## src/rtl/pipe_pkg.sv

```systemverilog
// Shared encodings for the five-stage pipeline control slice.
// Holds icode, register-ID and status constants plus the control FSM encoding.
// Used by pipe_control and pipe_hazard_detect.
package pipe_pkg;

  // Instruction codes as held in the stage registers
  localparam logic [3:0] I_HALT    = 4'h0;
  localparam logic [3:0] I_NOP     = 4'h1;
  localparam logic [3:0] I_IRRMOVQ = 4'h2;
  localparam logic [3:0] I_IRMOVQ  = 4'h3;
  localparam logic [3:0] I_RMMOVQ  = 4'h4;
  localparam logic [3:0] I_MRMOVQ  = 4'h5;
  localparam logic [3:0] I_OPQ     = 4'h6;
  localparam logic [3:0] I_JXX     = 4'h7;
  localparam logic [3:0] I_CALL    = 4'h8;
  localparam logic [3:0] I_RET     = 4'h9;
  localparam logic [3:0] I_PUSHQ   = 4'hA;
  localparam logic [3:0] I_POPQ    = 4'hB;

  // Register ID meaning "no register"
  localparam logic [3:0] R_NONE = 4'hF;

  // Status codes; kept as integers so they can be sized to any STAT_W
  localparam int unsigned STAT_AOK = 1;
  localparam int unsigned STAT_HLT = 2;
  localparam int unsigned STAT_ADR = 3;
  localparam int unsigned STAT_INS = 4;

  // Control FSM encoding
  typedef enum logic [1:0] {
    ST_FLUSH   = 2'd0,
    ST_RUN     = 2'd1,
    ST_STOPPED = 2'd2
  } state_t;

endpackage

```

## src/rtl/pipe_hazard_detect.sv

```systemverilog
// Pure combinational hazard and exception classification for the pipeline.
// Zero latency; no state, no handshake.
// Consumed by pipe_control, which turns these terms into stall/bubble controls.
module pipe_hazard_detect
  import pipe_pkg::*;
#(
  parameter int STAT_W = 3
) (
  input  logic [3:0]        D_icode,
  input  logic [3:0]        E_icode,
  input  logic [3:0]        M_icode,
  input  logic [3:0]        E_dstM,
  input  logic [3:0]        d_srcA,
  input  logic [3:0]        d_srcB,
  input  logic              e_Cnd,
  input  logic [STAT_W-1:0] m_stat,
  input  logic [STAT_W-1:0] W_stat,
  output logic              load_use,
  output logic              ret_pend,
  output logic              mispredict,
  output logic              exc_m,
  output logic              exc_w
);

  // Only HLT/ADR/INS stop the machine; AOK and any unknown code are benign
  function automatic logic is_exc(input logic [STAT_W-1:0] s);
    return (s == STAT_W'(STAT_HLT)) || (s == STAT_W'(STAT_ADR)) ||
           (s == STAT_W'(STAT_INS));
  endfunction

  logic e_is_load;

  // Classify the current hazards from the stage register contents
  always_comb begin
    e_is_load  = (E_icode == I_MRMOVQ) || (E_icode == I_POPQ);
    load_use   = e_is_load && (E_dstM != R_NONE) &&
                 ((E_dstM == d_srcA) || (E_dstM == d_srcB));
    ret_pend   = (D_icode == I_RET) || (E_icode == I_RET) || (M_icode == I_RET);
    mispredict = (E_icode == I_JXX) && !e_Cnd;
    exc_m      = is_exc(m_stat);
    exc_w      = is_exc(W_stat);
  end

endmodule

```

## src/rtl/pipe_control.sv

```systemverilog
// Pipeline control: FLUSH/RUN/STOPPED FSM driving stall/bubble, cpu_stat, halted.
// Controls are combinational from state and inputs (zero latency); state is the only registered control.
// Optional performance counters are built when PIPE_PERF_CNT_EN is defined.
module pipe_control
  import pipe_pkg::*;
#(
  parameter int STAT_W = 3,
  parameter int CNT_W  = 32
) (
  input  logic              clk,
  input  logic              rst_n,
  input  logic [3:0]        D_icode,
  input  logic [3:0]        E_icode,
  input  logic [3:0]        M_icode,
  input  logic [3:0]        E_dstM,
  input  logic [3:0]        d_srcA,
  input  logic [3:0]        d_srcB,
  input  logic              e_Cnd,
  input  logic [STAT_W-1:0] m_stat,
  input  logic [STAT_W-1:0] W_stat,
  output logic              F_stall,
  output logic              D_stall,
  output logic              W_stall,
  output logic              D_bubble,
  output logic              E_bubble,
  output logic              M_bubble,
  output logic              set_cc,
  output logic [STAT_W-1:0] cpu_stat,
  output logic              halted
`ifdef PIPE_PERF_CNT_EN
  ,
  output logic [CNT_W-1:0]  cyc_cnt,
  output logic [CNT_W-1:0]  stall_cnt,
  output logic [CNT_W-1:0]  flush_cnt
`endif
);

  state_t state;
  state_t state_nxt;

  logic load_use;
  logic ret_pend;
  logic mispredict;
  logic exc_m;
  logic exc_w;

  pipe_hazard_detect #(
    .STAT_W (STAT_W)
  ) u_hazard (
    .D_icode    (D_icode),
    .E_icode    (E_icode),
    .M_icode    (M_icode),
    .E_dstM     (E_dstM),
    .d_srcA     (d_srcA),
    .d_srcB     (d_srcB),
    .e_Cnd      (e_Cnd),
    .m_stat     (m_stat),
    .W_stat     (W_stat),
    .load_use   (load_use),
    .ret_pend   (ret_pend),
    .mispredict (mispredict),
    .exc_m      (exc_m),
    .exc_w      (exc_w)
  );

  // State register; reset wins over every transition, including from STOPPED
  always_ff @(posedge clk) begin
    if (!rst_n) state <= ST_FLUSH;
    else        state <= state_nxt;
  end

  // Next state and stage controls; while rst_n is low the FLUSH controls are
  // presented so the pipeline is already being cleared during reset
  always_comb begin
    state_nxt = state;
    F_stall   = 1'b0;
    D_stall   = 1'b0;
    W_stall   = 1'b0;
    D_bubble  = 1'b0;
    E_bubble  = 1'b0;
    M_bubble  = 1'b0;
    set_cc    = 1'b0;
    case (rst_n ? state : ST_FLUSH)
      ST_FLUSH: begin
        F_stall   = 1'b1;
        D_bubble  = 1'b1;
        E_bubble  = 1'b1;
        M_bubble  = 1'b1;
        state_nxt = ST_RUN;
      end
      ST_RUN: begin
        F_stall  = load_use | ret_pend;
        // A mispredicted branch squashes D, so it overrides a load-use hold
        D_stall  = load_use & !mispredict;
        D_bubble = mispredict | (ret_pend & !load_use);
        E_bubble = mispredict | load_use;
        M_bubble = exc_m | exc_w;
        W_stall  = exc_w;
        set_cc   = (E_icode == I_OPQ) & !exc_m & !exc_w;
        if (exc_w) state_nxt = ST_STOPPED;
      end
      ST_STOPPED: begin
        F_stall  = 1'b1;
        D_stall  = 1'b1;
        W_stall  = 1'b1;
        E_bubble = 1'b1;
        M_bubble = 1'b1;
      end
      default: begin
        state_nxt = ST_FLUSH;
      end
    endcase
  end

  // Latch the faulting write-back status on the edge that enters STOPPED
  always_ff @(posedge clk) begin
    if (!rst_n) begin
      cpu_stat <= STAT_W'(STAT_AOK);
      halted   <= 1'b0;
    end else if (state == ST_RUN && exc_w) begin
      cpu_stat <= W_stat;
      halted   <= 1'b1;
    end
  end

`ifdef PIPE_PERF_CNT_EN
  // Performance counters advance only in RUN, wrap naturally, freeze in STOPPED
  always_ff @(posedge clk) begin
    if (!rst_n) begin
      cyc_cnt   <= '0;
      stall_cnt <= '0;
      flush_cnt <= '0;
    end else if (state == ST_RUN) begin
      cyc_cnt <= cyc_cnt + CNT_W'(1);
      if (F_stall)    stall_cnt <= stall_cnt + CNT_W'(1);
      if (mispredict) flush_cnt <= flush_cnt + CNT_W'(1);
    end
  end
`endif

endmodule

```

## config.mk

```make
export PLATFORM = sky130hd
export DESIGN_NAME = pipe_control
export DESIGN_NICKNAME = d
export VERILOG_FILES = /design/src/rtl/pipe_pkg.sv /design/src/rtl/pipe_hazard_detect.sv /design/src/rtl/pipe_control.sv
export SDC_FILE = /design/constraint.sdc
export NUM_CORES = 1
export LEC_CHECK = 0
export ABC_AREA = 0
export BUFFER_PORTS_ARGS = -buffer_cell sky130_fd_sc_hd__buf_2
export CAP_MARGIN = 20
export CORE_MARGIN = 2
export CORE_UTILIZATION = 42
export CTS_CLUSTER_DIAMETER = 150
export DETAILED_ROUTE_END_ITERATION = 16
export HOLD_SLACK_MARGIN = 0.02
export PLACE_DENSITY = 0.87
export SYNTH_ARGS = -nofsm -noshare
export SYNTH_HDL_FRONTEND = slang
export SYNTH_SLANG_ARGS = --single-unit
```

## constraint.sdc

```tcl
create_clock -name clk -period 4.2 [get_ports clk]
set_input_delay 0.42 -clock clk [delete_from_list [all_inputs] [get_ports clk]]
set_output_delay 0.42 -clock clk [all_outputs]
set_load 0.01 [all_outputs]
```

==> impl_metrics.yaml <==
status:
  run_status: "finished clean"
route:
  drc: 0
  drt_wl_total_mm: 1.709
  wl_per_cell_um: 12.57
  wl_met1_um: 652
  vias_per_cell: 5.441
  maxUsedRoutingLayer: "met4"
  vias: 740
  wl_met2_um: 941
  first_pass_iters: 4
  drt_first_iter_violations: 24
  ant_nets: 0
  wl_met3_um: 108
clock_network:
  clk_pin_slew_worst_paths_ps: 40
  postCtsSetupBuffers: 0
  cts-htree-levels: 1
  cts-hold-fix-buffers: 0
  clk_path_buf_depth: 2
  cts_tree: "yes"
  cts.repair.resized: 0
  cts-root-buf: "clkbuf_4"
  clock_latency_ps: 240
  cts_inserted_buffers: 3
  clock_sinks: 6
die:
  die_area_um2: 1785
  die_x_um: 42.25
  chipHeight_um: 42.25
  core_area_um2: 1334
  start_util_pct: 46.06
  io_pins: 44
  rows: 13
placement:
  port-buffer-count: 43
  gp_congestion: 0.7852
  dpl.cell_count: 133
  dpl.hpwl_mm: 1.452
timing:
  finalClockSkew_ps: 0.2338
  fin_crit_sh_pct: 59.12
  max_slew_margin_pct: 72.53
  rsz0062_at_grt: "false"
  fmax_ghz: 0.4028
  maxSlewViolCount: 0
  setup_viol: 0
  setup_tns_ps: 0
  tightest_slew_ps: 411.6
  hold_viol: 0
  finalCriticalPeriod_ps: 2483
finish:
  multi_input_comb_area_um2: 474.2
  drive_gt1_share_pct: 41.32
  final-instance-count-excl-fill: 136
  syn2layout_area_growth_pct: 40.94
  layout.nets: 161
  num-fill-cells: 125
  seq_area_um2: 120.1
  diodes: 0
critical_path:
  critPathLaunchType: "input port"
  r2r_cells: 6
  crit_type: "in -> out"
  r2r_slack_ps: 2650
  crit_arrival_ps: 2060
  crit_fanout: 9
  regToRegEndpoint: "state[0]"
  reg2reg_from: "state[0]"
  end_kind: "primary output"
  required_ps: 3780
synthesis:
  syn_inst: 76
  synth_top_area_cell: "dfxtp_1"
  async_flop_share_pct: 0
  synth.net_count: 114
  yosys_most_used_dff: "dfxtp_1"
  yosys_warnings: 0
  ys_ff_latch: 6
  yosysMostFrequentCell: "xor2_1"
  synth_commonest_cells: "xor2_1 (8), nand2_1 (7), dfxtp_1 (6)"
  synth_area_um2: 614.3
  ys_seq_area_share_pct: 19.55
  syn_avg_cell_area_um2: 8.083
  synth_top_area_share_pct: 19.55
  synth_cell_type_count: 32
  yosys-top-cells-area: "dfxtp_1 (20%), xor2_1 (11%), ha_1 (10%)"
  synth_edf_count: 0
pwr:
  p_seq_share_pct: 35.6
  p_switching_mw: 0.05171
  cellPowerDensity_nw_per_um2: 203.8
  netSwitchingFraction_pct: 29.30
  peakVddDrop_v: 0.0001973
  clockPowerShare_pct: 28.0
  p_int_mw: 0.1248
  combPwrFrac_pct: 36.3
  p_leak_nw: 0.4564
global_route:
  grt_pass1_vias: 690
  grt_max_degree: 10
  grt_overflow: 0
  antenna_found_initial: 0
  grt_pass1_wl_mm: 2.787
  grt_use_total_pct: 19.19
hold_path:
  worstHoldStart: "W_stat[2]"
  min_to: "cpu_stat[1]"
  whs_path_depth: 2
  min_path_type: "in -> reg"
run:
  cap_violations: 0
-- worst max-delay path: stages --
cell and delay, ps:
buf_2 150, nand2_1 190, inv_1 140, ha_1 350, nand4b_1 170, nor3b_1 270, o21a_1 160, a41o_1 90
buf_2 120
-- registers in the layout, indices dropped and copies added, names as in the netlist --
register,cells
cpu_stat,3
state,2
halted,1
-- worst max-delay path by stage --
stage                   from       end  depth (start not counted)
floorplan              rst_n  E_bubble                          8
global placement       rst_n  E_bubble                          9
detailed placement     rst_n  E_bubble                          9
CTS                 state[0]  D_bubble                          8
global route        state[0]  E_bubble                          8
finish                 rst_n  D_bubble                          9
-- cell type report --
cell class	instances	share of cell area, %
sequential	6	13.87
timing repair buffer	43	24.86
multi-input combinational	65	54.77
tap	15	2.168
inverter	4	1.734
clock buffer	3	2.601
-- power by group through the flow --
stage / clock network [mW] / registers (mW) / logic (mW)
6_report: 0.0495 / 0.0629 / 0.0641
5_1_grt: 0.0563 / 0.0631 / 0.0710
4_1_cts: 0.0530 / 0.0627 / 0.0644
3_5_place_dp: 0 / 0.0637 / 0.0640
3_3_place_gp: 0 / 0.0635 / 0.0617
2_1_floorplan: 0 / 0.0645 / 0.0326
-- per-stage QoR --
stage | setup slack (ps) | util, % | total power, mW | hold slack [ps] | area (um2)
2_1_floorplan | 2185 | - | 0.09714 | 481.9 | 614.3
3_3_place_gp | 1849 | 63.23 | 0.1252 | 457.7 | 843.3
3_5_place_dp | 1752 | 63.23 | 0.1277 | 453.3 | 843.3
6_report | 1717 | 64.92 | 0.1765 | 407.2 | 865.8
4_1_cts | 1736 | 64.92 | 0.1801 | 392.8 | 865.8
5_1_grt | 1492 | 64.92 | 0.1904 | 402.5 | 865.8
-- placed cells by master, fill, tap and decap left out --
| cell | count |
|---|---|
| ha_1 | 5 |
| nor2b_1 | 2 |
| or3b_4 | 1 |
| o22ai_1 | 1 |
| a21oi_2 | 1 |
| a31oi_1 | 1 |
| o211a_1 | 1 |
| nand2b_1 | 4 |
| nand2_1 | 7 |
| xor2_1 | 8 |
| nand4b_1 | 1 |
| clkbuf_4 | 3 |
| buf_2 | 43 |
| nor2_1 | 5 |
| inv_1 | 4 |
| a21oi_1 | 4 |
| nand3b_1 | 1 |
| mux2i_1 | 2 |
| nor4_1 | 2 |
| a41o_1 | 1 |
| o2111ai_1 | 2 |
| o31ai_1 | 1 |
| o21ai_0 | 3 |
| o21a_1 | 2 |
| or3b_2 | 1 |
| a211oi_1 | 1 |
| o221a_2 | 1 |
| nor3_1 | 1 |
| nand4_1 | 1 |
| or3_1 | 1 |
| nor3b_1 | 1 |
| dfxtp_1 | 6 |
| nor4bb_1 | 3 |
-- kinds of logic (layout without fill, tap and decap cells) --
logic type / after synthesis / in the layout / share of synthesized area, %
and+or+nand+nor: 31 / 31 / 30.35
DFF: 6 / 6 / 19.55
xor gates and xnor gates: 8 / 8 / 11.41
AOI/OAI and AO/OA: 19 / 19 / 22.00
buffers and inverters: 5 / 50 / 3.257
muxes: 2 / 2 / 3.259
adders and majority gates: 5 / 5 / 10.18
-- per-layer routing --
| layer | vias to the layer above | track usage [%] |
|---|---|---|
| li1 | 372 | - |
| met1 | 334 | 21.08 |
| met5 | - | 0 |
| met3 | 2 | 1.293 |
| met4 | 0 | 8.750 |
| met2 | 32 | 36.62 |
(Power assumes the default switching activity.)
